<file path="src/rtl/traffic_pkg.sv">
// Shared definitions for the traffic-light controllers: phase encodings and lamp codes.
package traffic_pkg;

  typedef enum logic [1:0] {
    PH_GREEN  = 2'b00,
    PH_YELLOW = 2'b01,
    PH_ALLRED = 2'b10
  } phase_e;

  localparam logic [2:0] LAMP_RED = 3'b100;
  localparam logic [2:0] LAMP_YEL = 3'b010;
  localparam logic [2:0] LAMP_GRN = 3'b001;

endpackage

</file>
<file path="src/rtl/traffic_ctrl_nway_if.sv">
// Sensor/lamp bundle of the N-approach controller; the sensor side is the master.
interface traffic_ctrl_nway_if #(
  parameter int NUM_DIR = 4
);
  localparam int DW = $clog2(NUM_DIR);

  logic [NUM_DIR-1:0]   car;
  logic [3*NUM_DIR-1:0] light;
  logic [DW-1:0]        active_dir;
  logic [1:0]           phase;

  modport master (output car, input light, input active_dir, input phase);
  modport slave  (input car, output light, output active_dir, output phase);

endinterface

</file>
<file path="src/rtl/traffic_ctrl_nway_rr_next_sel.sv">
// Round-robin search: nearest approach after active_dir (with wrap-around) that has a car.
module rr_next_sel #(
  parameter int NUM_DIR = 4,
  parameter int DW      = $clog2(NUM_DIR)
) (
  input  logic [NUM_DIR-1:0] car,
  input  logic [DW-1:0]      active_dir,
  output logic [DW-1:0]      next_dir,
  output logic               found
);

  function automatic logic [DW-1:0] wrap_add(input logic [DW-1:0] base, input int unsigned ofs);
    int unsigned sum_s;
    sum_s = 32'(base) + ofs;
    if (sum_s >= 32'(NUM_DIR)) begin
      sum_s = sum_s - 32'(NUM_DIR);
    end else begin
      sum_s = sum_s;
    end
    return DW'(sum_s);
  endfunction

  // Scan farthest-to-nearest so the nearest requester overrides; active_dir itself is never a candidate.
  always_comb begin
    next_dir = active_dir;
    found    = 1'b0;
    for (int k = NUM_DIR - 1; k >= 1; k--) begin
      if (car[wrap_add(active_dir, 32'(k))]) begin
        next_dir = wrap_add(active_dir, 32'(k));
        found    = 1'b1;
      end else begin
        next_dir = next_dir;
        found    = found;
      end
    end
  end

endmodule

</file>
<file path="src/rtl/traffic_ctrl_nway.sv">
// N-approach traffic-light controller: round-robin green grant with min/max green,
// yellow and all-red clearance. Lamps are decoded from registered phase and active_dir only.
module traffic_ctrl_nway
  import traffic_pkg::*;
#(
  parameter int NUM_DIR    = 4,
  parameter int MIN_GREEN  = 3,
  parameter int MAX_GREEN  = 8,
  parameter int YELLOW_CYC = 2,
  parameter int ALLRED_CYC = 1
) (
  input  logic               clk,
  input  logic               rst,
  traffic_ctrl_nway_if.slave bus
);

  localparam int DW       = $clog2(NUM_DIR);
  localparam int SAT_A    = (MAX_GREEN > YELLOW_CYC) ? MAX_GREEN : YELLOW_CYC;
  localparam int TMR_SAT  = (SAT_A > ALLRED_CYC) ? SAT_A : ALLRED_CYC;
  localparam int TW       = $clog2(TMR_SAT + 1);

  phase_e               phase_r;
  logic [DW-1:0]        active_dir_r;
  logic [DW-1:0]        next_dir_r;
  logic [TW-1:0]        tmr_r;
  logic [TW-1:0]        tmr_inc_s;
  logic [DW-1:0]        sel_dir_s;
  logic                 sel_found_s;
  logic                 other_req_s;
  logic                 handover_s;
  logic [3*NUM_DIR-1:0] light_s;

  rr_next_sel #(
    .NUM_DIR (NUM_DIR),
    .DW      (DW)
  ) u_rr (
    .car        (bus.car),
    .active_dir (active_dir_r),
    .next_dir   (sel_dir_s),
    .found      (sel_found_s)
  );

  // The search reports a hit exactly when some approach other than the holder has a car.
  assign other_req_s = sel_found_s;
  assign tmr_inc_s   = (tmr_r >= TW'(TMR_SAT)) ? tmr_r : tmr_r + TW'(1);
  assign handover_s  = other_req_s && (tmr_r >= TW'(MIN_GREEN - 1)) &&
                       (!bus.car[active_dir_r] || (tmr_r >= TW'(MAX_GREEN - 1)));

  // Phase FSM with timer and committed next_dir; illegal phase falls back to the reset state.
  always_ff @(posedge clk or posedge rst) begin
    if (rst) begin
      phase_r      <= PH_GREEN;
      active_dir_r <= {DW{1'b0}};
      next_dir_r   <= {DW{1'b0}};
      tmr_r        <= {TW{1'b0}};
    end else begin
      case (phase_r)
        PH_GREEN: begin
          if (handover_s) begin
            phase_r    <= PH_YELLOW;
            next_dir_r <= sel_dir_s;
            tmr_r      <= {TW{1'b0}};
          end else begin
            tmr_r <= tmr_inc_s;
          end
        end
        PH_YELLOW: begin
          if (tmr_r >= TW'(YELLOW_CYC - 1)) begin
            tmr_r <= {TW{1'b0}};
            if (ALLRED_CYC == 0) begin
              phase_r      <= PH_GREEN;
              active_dir_r <= next_dir_r;
            end else begin
              phase_r <= PH_ALLRED;
            end
          end else begin
            tmr_r <= tmr_inc_s;
          end
        end
        PH_ALLRED: begin
          if (tmr_r >= TW'(ALLRED_CYC - 1)) begin
            phase_r      <= PH_GREEN;
            active_dir_r <= next_dir_r;
            tmr_r        <= {TW{1'b0}};
          end else begin
            tmr_r <= tmr_inc_s;
          end
        end
        default: begin
          phase_r      <= PH_GREEN;
          active_dir_r <= {DW{1'b0}};
          next_dir_r   <= {DW{1'b0}};
          tmr_r        <= {TW{1'b0}};
        end
      endcase
    end
  end

  for (genvar i = 0; i < NUM_DIR; i++) begin : g_lamp
    assign light_s[3*i +: 3] =
      ((phase_r == PH_GREEN)  && (active_dir_r == DW'(i))) ? LAMP_GRN :
      ((phase_r == PH_YELLOW) && (active_dir_r == DW'(i))) ? LAMP_YEL : LAMP_RED;
  end

  assign bus.light      = light_s;
  assign bus.active_dir = active_dir_r;
  assign bus.phase      = phase_r;

endmodule

</file>
<file path="src/flat_wrapper.sv">
// flat-port wrapper written by rule: the top's interface ports become plain ports
module traffic_ctrl_nway_flat import traffic_pkg::*;
#(
  parameter int NUM_DIR    = 4,
  parameter int MIN_GREEN  = 3,
  parameter int MAX_GREEN  = 8,
  parameter int YELLOW_CYC = 2,
  parameter int ALLRED_CYC = 1
)
  (clk, rst, bus_car, bus_light, bus_active_dir, bus_phase);
  traffic_ctrl_nway_if #(.NUM_DIR(NUM_DIR)) bus_i ();
  input  logic clk;
  input  logic rst;
  input wire logic [$bits(bus_i.car)-1:0] bus_car;
  output wire logic [$bits(bus_i.light)-1:0] bus_light;
  output wire logic [$bits(bus_i.active_dir)-1:0] bus_active_dir;
  output wire logic [$bits(bus_i.phase)-1:0] bus_phase;
  assign bus_i.car = bus_car;
  assign bus_light = bus_i.light;
  assign bus_active_dir = bus_i.active_dir;
  assign bus_phase = bus_i.phase;
  traffic_ctrl_nway #(.NUM_DIR(NUM_DIR), .MIN_GREEN(MIN_GREEN), .MAX_GREEN(MAX_GREEN), .YELLOW_CYC(YELLOW_CYC), .ALLRED_CYC(ALLRED_CYC)) u_core (.clk(clk), .rst(rst), .bus(bus_i));
endmodule
</file>
<file path="config.mk">
export PLATFORM = sky130hd
export DESIGN_NAME = traffic_ctrl_nway_flat
export DESIGN_NICKNAME = d
export VERILOG_FILES = /design/src/rtl/traffic_pkg.sv /design/src/rtl/traffic_ctrl_nway_if.sv /design/src/rtl/traffic_ctrl_nway_rr_next_sel.sv /design/src/rtl/traffic_ctrl_nway.sv /design/src/flat_wrapper.sv
export SDC_FILE = /design/constraint.sdc
export NUM_CORES = 1
export LEC_CHECK = 0
export ABC_AREA = 1
export BUFFER_PORTS_ARGS = -buffer_cell sky130_fd_sc_hd__buf_2
export CAP_MARGIN = 20
export CORE_MARGIN = 1
export CORE_UTILIZATION = 47
export CTS_CLUSTER_DIAMETER = 80
export CTS_CLUSTER_SIZE = 14
export DETAILED_ROUTE_END_ITERATION = 8
export PLACE_DENSITY = 0.75
export SETUP_SLACK_MARGIN = 0.02
export SLEW_MARGIN = 20
export SYNTH_ARGS = -nofsm -noshare
export SYNTH_HDL_FRONTEND = slang
export SYNTH_SLANG_ARGS = --single-unit
</file>
<file path="constraint.sdc">
create_clock -name clk -period 1.5 [get_ports clk]
set_input_delay 0.225 -clock clk [delete_from_list [all_inputs] [get_ports clk]]
set_output_delay 0.225 -clock clk [all_outputs]
set_load 0.02 [all_outputs]
</file>
Word level (Yosys, flattened, before mapping)
Cells that the tools add are included.
W data, S select, Z words.
{"block": "word_totals", "reg_bits": 10, "inputBits": 6, "output_inout_bits": 16, "elab_cells": 90}
{"block": "op_classes", "add_sub_neg": 7, "order_cmp": 12, "n_eq_ne": 8, "n_mux": 38, "n_bitwise": 2, "n_reduce_logical": 19}
{"cell": "$mux W3", "count": 8}
{"cell": "$mux W2", "count": 11}
{"cell": "$mux W4", "count": 4}
{"cell": "$lt A2 B3 Y1 const B", "count": 4}
{"cell": "$pmux W4 S3", "count": 1}
{"cell": "$logic_and A1 B1 Y1", "count": 10}
{"cell": "$ge A3 B3 Y1 const B", "count": 3}
{"cell": "$bmux W1 S2", "count": 4}
{"cell": "$ge A4 B1 Y1 const B", "count": 2}
{"cell": "$pmux W2 S2", "count": 2}
{"cell": "$mux W1", "count": 7}
{"cell": "$add A2 B2 Y3 const B", "count": 2}
{"cell": "$eq A2 B2 Y1 const B", "count": 3}
{"cell": "$ne A2 B1 Y1 const B", "count": 3}
{"cell": "$pmux W2 S3", "count": 1}
{"cell": "$sub A2 B1 Y2 const B", "count": 3}
{"cell": "$add A4 B1 Y4 const B", "count": 1}
{"cell": "$eq A2 B1 Y1 const B", "count": 2}
{"cell": "$ge A4 B2 Y1 const B", "count": 1}
{"cell": "$ge A4 B3 Y1 const B", "count": 1}
{"cell": "$ge A4 B4 Y1 const B", "count": 1}
{"cell": "$logic_not A2 Y1", "count": 2}
{"cell": "$reduce_and A2 Y1", "count": 2}
{"cell": "$reduce_or A2 Y1", "count": 2}
{"cell": "other kinds (5)", "count": 6}

Logic depth before layout (Yosys ltp)
Gate-level depths: netlist of run 1.
{"block": "logic_depth", "depth_word": 12, "depth_mapped": 11, "depth_no_buf": 11}

Hierarchy
Synthesis of run 1 repeated with hierarchy kept, for this count alone.
{"block": "unflattened", "hier_cells": 145, "area_unflattened_um2": 915.9}
{"mod": "traffic_ctrl_nway", "n_inst": 1, "cells_each": 99, "area_per_inst_um2": 704.4, "seq_area_each_um2": 250.2}
{"mod": "rr_next_sel", "n_inst": 1, "cells_each": 46, "area_per_inst_um2": 211.5, "seq_area_each_um2": 0.0}

Least setup slack after synthesis of run 1
Ideal clock, no wire load.
{"block": "synth_path", "path_kind": "register to output", "start": "register u_core.phase_r[0], in the netlist u_core.bus.phase[0]", "end": "output port bus_light[10]", "t_arrival_ns": 1.438, "t_required_ns": 1.275, "setup_slack_ns": -0.163, "stages_incl_launch_ff": 7, "path_buffers": 1, "cell_sequence": "dfrtp_1 inv_1 ha_1 buf_6 nand2_1 inv_1 nor2_1"}
{"block": "synth_between", "elab_chain_len": 4, "word_cells_on_any_way": 6, "cone_classes": "eq/ne: 1; mux: 2; reduce/logical: 3"}
{"item": "start, declared", "line_no": "traffic_ctrl_nway.sv:22", "text": "phase_e phase_r;"}
{"item": "start signal, assigned", "line_no": "traffic_ctrl_nway.sv:52", "text": "phase_r <= PH_GREEN;"}
{"item": "start signal, assigned", "line_no": "traffic_ctrl_nway.sv:60", "text": "phase_r <= PH_YELLOW;"}
{"item": "start signal, assigned", "line_no": "traffic_ctrl_nway.sv:71", "text": "phase_r <= PH_GREEN;"}
{"item": "$eq A2 B1 Y1", "line_no": "traffic_ctrl_nway.sv:102", "text": "((phase_r == PH_YELLOW) && (active_dir_r == DW'(i))) ? LAMP_YEL : LAMP_RED;"}
{"item": "$logic_and A1 B1 Y1", "line_no": "traffic_ctrl_nway.sv:102"}
{"item": "$mux W3", "line_no": "traffic_ctrl_nway.sv:102"}
{"item": "$mux W3 (*)", "line_no": "traffic_ctrl_nway.sv:101", "text": "((phase_r == PH_GREEN) && (active_dir_r == DW'(i))) ? LAMP_GRN :"}
{"item": "end, declared", "line_no": "flat_wrapper.sv:15", "text": "output wire logic [$bits(bus_i.light)-1:0] bus_light;"}
Every way passes the cells marked *; elsewhere a longest branch is shown, timed or not.

Worst setup path in the final report of run 1
{"block": "layout_path", "start": "register u_core.active_dir_r[0], in the netlist u_core.bus.active_dir[0]", "end": "register u_core.next_dir_r[0]"}
{"block": "layout_between", "elab_chain_len": 12, "word_cells_on_any_way": 34, "cone_classes": "add/sub: 6; order compare: 3; eq/ne: 1; mux: 19; reduce/logical: 5"}
{"item": "start, declared", "line_no": "traffic_ctrl_nway.sv:23", "text": "logic [DW-1:0] active_dir_r;"}
{"item": "start signal, assigned", "line_no": "traffic_ctrl_nway.sv:53", "text": "active_dir_r <= {DW{1'b0}};"}
{"item": "start signal, assigned", "line_no": "traffic_ctrl_nway.sv:72", "text": "active_dir_r <= next_dir_r;"}
{"item": "start signal, assigned", "line_no": "traffic_ctrl_nway.sv:83", "text": "active_dir_r <= next_dir_r;"}
{"item": "$add A2 B2 Y3", "line_no": "traffic_ctrl_nway_rr_next_sel.sv:14", "text": "sum_s = 32'(base) + ofs;"}
{"item": "$ge A3 B3 Y1 or $sub A2 B1 Y2 (tied branches)", "line_no": "traffic_ctrl_nway_rr_next_sel.sv:15, traffic_ctrl_nway_rr_next_sel.sv:16"}
{"item": "$mux W2", "line_no": "traffic_ctrl_nway_rr_next_sel.sv:15", "text": "if (sum_s >= 32'(NUM_DIR)) begin"}
{"item": "$bmux W1 S2", "line_no": "traffic_ctrl_nway_rr_next_sel.sv:28", "text": "if (car[wrap_add(active_dir, 32'(k))]) begin"}
{"item": "$mux W1 (not written as such)", "line_no": "traffic_ctrl_nway_rr_next_sel.sv:28"}
{"item": "$mux W1 (3 in series)", "line_no": "traffic_ctrl_nway_rr_next_sel.sv:28"}
{"item": "$logic_and A1 B1 Y1 (2 in series)", "line_no": "traffic_ctrl_nway.sv:46", "text": "assign handover_s = other_req_s && (tmr_r >= TW'(MIN_GREEN - 1)) &&"}
{"item": "$ne A2 B1 Y1 (no line)"}
{"item": "$reduce_and A2 Y1 (no line)"}
{"item": "end signal, assigned", "line_no": "traffic_ctrl_nway.sv:54", "text": "next_dir_r <= {DW{1'b0}};"}
{"item": "end signal, assigned", "line_no": "traffic_ctrl_nway.sv:61", "text": "next_dir_r <= sel_dir_s;"}
{"item": "end signal, assigned", "line_no": "traffic_ctrl_nway.sv:92", "text": "next_dir_r <= {DW{1'b0}};"}
{"item": "end, declared", "line_no": "traffic_ctrl_nway.sv:24", "text": "logic [DW-1:0] next_dir_r;"}
Parallel ways exist; a longest one is shown, timed or not. The select of a mux whose other input is x is not followed.
A chain may end at the register's enable or synchronous reset.

==> out/results.ini, run 1 <==
[run_status]
outcome=complete, but fails checks
violations=negative setup slack

[die]
die_w_um=46.39
design.die.area_um2=2152
initial_utilization=0.5193
num_io_pins=22
die_y_um=46.39
placementRows=15
fp.coreArea_um2=1783

[clocking]
numCtsBuffers=3
cts-root-buf=clkbuf_4
tritoncts=done
htree_levels=1
clkTransAtPathRegs_ps=80
clock_path_buffers=2
cts.sinks=10
clock_latency_ps=280

[placed_design]
dp_slack_ps=2.220
gp_congestion=0.7734
hpwl_um=1719
dpl-instance-area_um2=1131
numPortBuffers=21
post-place-cells=191

[critical_path]
end_kind=register
critPathLaunchType=register
crit_fanout=5
crit_required_ps=1710
critical_path_class=reg -> reg
worst-endpoint-arrival_ps=1940

[logic_synthesis]
yosys.area_share.xor_xnor=0
ys_ff_latch=10
ys_warn_count=0
syn-num-nets=157
synth_top_area_cell=dfrtp_1
synth-main-ff-cell=dfrtp_1
yosys.area_share.adder=0.1622
synth_mux_area_frac=0
synth_edf_count=0
synth_area_per_cell_um2=6.661
synth_top_area_frac=0.2703
yosysMostFrequentCell=nand2_1
synth-compound-area-share=0.07162
synth_top_family_by_area=simple AND/OR/NAND/NOR gates
async_reset_ff_frac=1.000
mappedNetlistArea_um2=925.9
synth_area_leaders=dfrtp_1 27%, nand2_1 20%, ha_1 16%, inv_1 9.7%, nand3_1 6.5%
ys_types=17
synth-simple-area-share=0.3824
yosysSeqAreaShare=0.2703
synthTopCellsByCount=49 x nand2_1, 24 x inv_1, 12 x ha_1, 12 x nand3_1
syn_inst=139

[route]
viasPerCell=5.699
dr.first_iter.drc_count=39
postRouteAntennaNets=0
drc_errors=0
totalWireLength_um=3916
post_drt_wl_per_cell_um=18.74
firstDrtPassIters=4
vias=1191

[power_and_ir_drop]
power.leakage_nw=0.7975
powerDensity_nw_per_um2=2104
max-vdd-ir-drop_mv=1.362
power_mw=3.319

[timing]
setup_viol=16
finalHoldWorstSlack_ps=464.0
skew_ps=10.81
worstMarginPinSlew_ps=405.7
timing.final.ws_setup_ps=-223.0
fin_setup_tns_ps=-1602
rsz0062_at_grt=true
finalCritPeriodShare=1.149
slew_headroom=0.7292
finalHoldViolations=0
slew_viol_final=0
finalCriticalPeriod_ps=1723
fmax_mhz=580.4

[grt]
grt_pass1_vias=1041
antenna_found_initial=0
grt-ovfl-total=0
grtUsageTotal=0.2811
grt_pass1_wl_um=4160
grt_start_max_net_pins=11

[run]
cap_viol_max_count=0

[worst_hold_path]
hold_class=in -> async

[final_layout]
nets=203
fin_util=0.8849
fillers=86
stdcell_area_um2=1578
area_growth_pct=70.41
drive_gt1_frac=0.5924
diodes=0
layoutNonFillerInstCount=209

==> report_power, final <==
group | internal [mW] | switching, mW | leakage (nW) | total [mW]
registers | 0.370 | 0.117 | 0.127 | 0.488
logic | 1.07 | 1.51 | 0.650 | 2.57
clock network | 0.148 | 0.110 | 0.0210 | 0.258
==> sequential cells by signal, summed over array words and instances, names as in the netlist <==
| register | count |
|---|---|
| u_core.tmr_r | 4 |
| u_core.bus.active_dir | 2 |
| u_core.bus.phase | 2 |
| u_core.next_dir_r | 2 |
==> cells in the final DEF (no fill, tap or decap) <==
master          n
nor2_2          4
nand2_2        21
a21oi_2         3
o21ai_4         1
buf_2           9
nand3_4         1
nand4_1         1
nor2_1          4
buf_6          18
a22oi_2         1
dlygate4sd3_1   1
ha_1            6
dfrtp_2         4
nand3_2         5
buf_4          14
inv_2           7
inv_1          14
clkbuf_8        1
inv_4           4
ha_2            1
nor2_4          2
dfrtp_1         6
o21ai_0         2
ha_4            5
nand2_4         4
nand2_8         1
a21oi_1         2
a21boi_1        1
a22oi_1         1
nand3_1         9
clkbuf_4        3
nand2_1        28
==> final cells by class <==
class	instances	area, um^2	share of cell area
multi-input combinational	103	788.3	0.4996
timing repair buffer	42	362.8	0.2300
tap	25	31.28	0.01983
clock buffer	4	36.28	0.02300
sequential	10	255.2	0.1618
inverter	25	103.9	0.06582
==> path summary, 6_finish.rpt <==
check | from | to | slack (ps) | cells past startpoint
setup / recovery | u_core.bus.active_dir[0]$_DFFE_PP0N_ | u_core.next_dir_r[0]$_DFFE_PP0P_ | -220 | 12
hold / removal | rst | u_core.tmr_r[3]$_DFF_PP0_ | 460 | 3
setup reg to reg | u_core.bus.active_dir[0]$_DFFE_PP0N_ | u_core.next_dir_r[0]$_DFFE_PP0P_ | -220 | 12
hold reg to reg | u_core.next_dir_r[0]$_DFFE_PP0P_ | u_core.next_dir_r[0]$_DFFE_PP0P_ | 500 | 2
max in group asynchronous | rst | u_core.bus.active_dir[1]$_DFFE_PP0N_ | 710 | 3
min in group clk | u_core.next_dir_r[0]$_DFFE_PP0P_ | u_core.next_dir_r[0]$_DFFE_PP0P_ | 500 | 2
==> repair_timing <==
item,4_1_cts,5_1_grt
endpoints found under the hold margin,10,0
gates cloned,0,0
hold buffers,1,0
setup endpoints to repair,13,20
pin swaps,12,13
resized for setup,47,46
setup buffers,10,4
==> routing by layer <==
metal / part of all wire / track usage / vias to the layer above / routed length (um)
met5: 0 / 0 / - / 0
met4: 0.083 / 0.1706 / 0 / 325
met3: 0.080 / 0.04314 / 41 / 314
met2: 0.47 / 0.5528 / 84 / 1857
met1: 0.36 / 0.2608 / 550 / 1419
li1: - / - / 516 / -
==> cell families (layout without fill, tap and decap cells) <==
| family | count (synthesis) | after routing |
|---|---|---|
| AOI/OAI and AO/OA | 11 | 11 |
| adders and majority gates | 12 | 12 |
| buffers and inverters | 26 | 71 |
| DFF | 10 | 10 |
| and+or+nand+nor | 80 | 80 |
==> critical path: stages, from the launching register on <==
cell and delay, ps:
dfrtp_2 480, inv_4 130, buf_6 130, nand2_4 50, nand3_2 110, nand2_1 80, inv_1 80, nand2_2 80
nand3_2 60, nand2_1 70, nor2_1 230, nand2_1 90, nand2_1 60
Power figures use the tool's default switching activity.
==> run 2: changes to the inputs <==
--- a/config.mk
+++ b/config.mk
@@ -9,11 +9,11 @@
 export BUFFER_PORTS_ARGS = -buffer_cell sky130_fd_sc_hd__buf_2
 export CAP_MARGIN = 20
 export CORE_MARGIN = 1
-export CORE_UTILIZATION = 47
+export CORE_UTILIZATION = 56
 export CTS_CLUSTER_DIAMETER = 80
 export CTS_CLUSTER_SIZE = 14
 export DETAILED_ROUTE_END_ITERATION = 8
-export PLACE_DENSITY = 0.75
+export PLACE_DENSITY = 0.84
 export SETUP_SLACK_MARGIN = 0.02
 export SLEW_MARGIN = 20
 export SYNTH_ARGS = -nofsm -noshare
==> constraint.sdc (replaced) <==
create_clock -name clk -period 2.2 [get_ports clk]
set_input_delay 0.33 -clock clk [delete_from_list [all_inputs] [get_ports clk]]
set_output_delay 0.33 -clock clk [all_outputs]
set_load 0.02 [all_outputs]
==> run 2 against run 1 <==
Compared with the run above: the flow now finishes without violations; clock skew down 8.6 ps; first-iteration DRC count down 10%; flip-flop and latch count unchanged; final cell count down 14%; non-clock buffer count down 20; cell area down 32%; largest cell class unchanged.
==> out/results.ini, run 2 (same netlist as run 1, synthesis figures left out) <==
[run_status]
outcome=completed

[critical_path]
rr_startpoint=u_core.bus.active_dir[1]$_DFFE_PP0N_
end_kind=output port
r2r_end=u_core.next_dir_r[0]$_DFFE_PP0P_
crit_fanout=7
endpoint=bus_light[11]
critPathTopFamily=flip-flops
regToRegSetupSlack_ps=530
path_depth=6
critical_path_class=reg -> out
crit_required_ps=1870
cpMaxStageDelayCell=dfrtp_1
crit_chain=inv_1 > ha_1 > nor2_1 > inv_1 > nand2_1 > buf_2
cp_slowest_stage_delay_ps=400
reg2reg_depth=10
critPathLaunchType=register
crit_buf_inv=3
worst-endpoint-arrival_ps=1660
critPathMostFrequentCell=inv_1
startpoint=u_core.bus.phase[1]$_DFFE_PP0P_

[grt]
grtUsageTotal=0.2460
grt-ovfl-total=0
grt_pass1_vias=783
antenna_found_initial=0
grt_pass1_wl_um=3422
grt_start_max_net_pins=13

[clocking]
clock_latency_ps=260
htree_levels=1
clkTransAtPathRegs_ps=70
ctsResizeCount=0
cts_setup_buffers=0
clock_path_buffers=2
numCtsBuffers=3
cts-root-buf=clkbuf_4
cts.sinks=10
tritoncts=done
hold_buffers=0

[final_layout]
drive_gt1_frac=0.2147
largest_reg_flops=4
top_register=u_core.tmr_r
fillers=145
layout_commonest_cell=nand2_1
area_growth_pct=15.54
nets=183
fin_util=0.7020
final_cell_mix=49 x nand2_1, 24 x inv_1, 21 x buf_2
diodes=0

[die]
initial_utilization=0.6076
die_y_um=42.66
fp.coreArea_um2=1524
die_w_um=42.66
num_io_pins=22
design.die.area_um2=1820
placementRows=14

[timing]
rsz0062_at_grt=false
fmax_mhz=501.3
worstMarginPinSlew_ps=405.1
finalCritPeriodShare=0.9068
slew_viol_final=0
skew_ps=2.183
fin_setup_tns_ps=0
setup_viol=0
slew_headroom=0.7271
finalHoldWorstSlack_ps=45.25
finalHoldViolations=0
finalCriticalPeriod_ps=1995

[route]
drc_errors=0
dr.first_iter.drc_count=35
post_drt_wl_per_cell_um=11.34
totalWireLength_um=2029
firstDrtPassIters=4
postRouteAntennaNets=0
viasPerCell=5.123
vias=917

[placed_design]
hpwl_um=1596
numPortBuffers=21
gp_congestion=0.7943

[run]
cap_viol_max_count=0

[power_and_ir_drop]
max-vdd-ir-drop_mv=0.8243
power_mw=1.393
powerDensity_nw_per_um2=1302
power.leakage_nw=0.6561

[worst_hold_path]
hold_class=in -> async

==> run 2: where the power goes <==
group	internal [mW]	switching (mW)	total (mW)	leakage (nW)
sequential	0.247	0.0686	0.316	0.132
combinational	0.323	0.628	0.951	0.510
clock	0.0631	0.0632	0.126	0.0138
==> run 2: layout make-up <==
cell class              instances  area, um^2  share of cell area
multi-input cells             103       570.5              0.5333
flip-flops and latches         10       250.2              0.2339
repair buffers                 22       112.6              0.1053
inverters                      25       93.84             0.08772
clock buffers                   3       22.52             0.02105
well taps                      16       20.02             0.01871
==> run 2: per-layer routing <==
layer,global-route usage,vias to the layer above,part of all wire
li1,-,475,-
met1,0.3760,424,0.51
met2,0.3727,18,0.46
met3,0.03830,0,0.030
met4,0.03750,0,0
met5,0,-,0
==> run 2: worst min-delay path by stage <==
stage                     startpoint                              endpoint  slack [ps]  depth (start not counted)
after floorplan                  rst  u_core.bus.active_dir[0]$_DFFE_PP0N_         170                          1
after global placement           rst       u_core.bus.phase[1]$_DFFE_PP0P_         330                          2
after detailed placement         rst       u_core.bus.phase[0]$_DFFE_PP0P_         340                          2
after CTS                        rst       u_core.bus.phase[0]$_DFFE_PP0P_          60                          2
after global routing             rst      u_core.next_dir_r[0]$_DFFE_PP0P_          90                          2
final                            rst       u_core.bus.phase[0]$_DFFE_PP0P_          50                          2
==> run 2: worst register-to-register path, cell delays in order, from the launching register on <==
cell and delay (ps):
dfrtp_1 460, inv_1 160, ha_1 340, inv_1 90, nand2_1 80, nand2_1 90
inv_1 60, a21oi_1 140, nor2_1 60, nand2_1 50, nand2_1 40
==> run 2: stage by stage <==
stage | cells | instance area, um^2 | setup slack [ps]
floorplan | 139 | 925.9 | 431.5
global placement | 176 | 1047 | 511.7
detailed placement | 176 | 1047 | 489.3
CTS | 179 | 1070 | 202.7
global route | 179 | 1070 | 48.64
finish | 179 | 1070 | 205.1
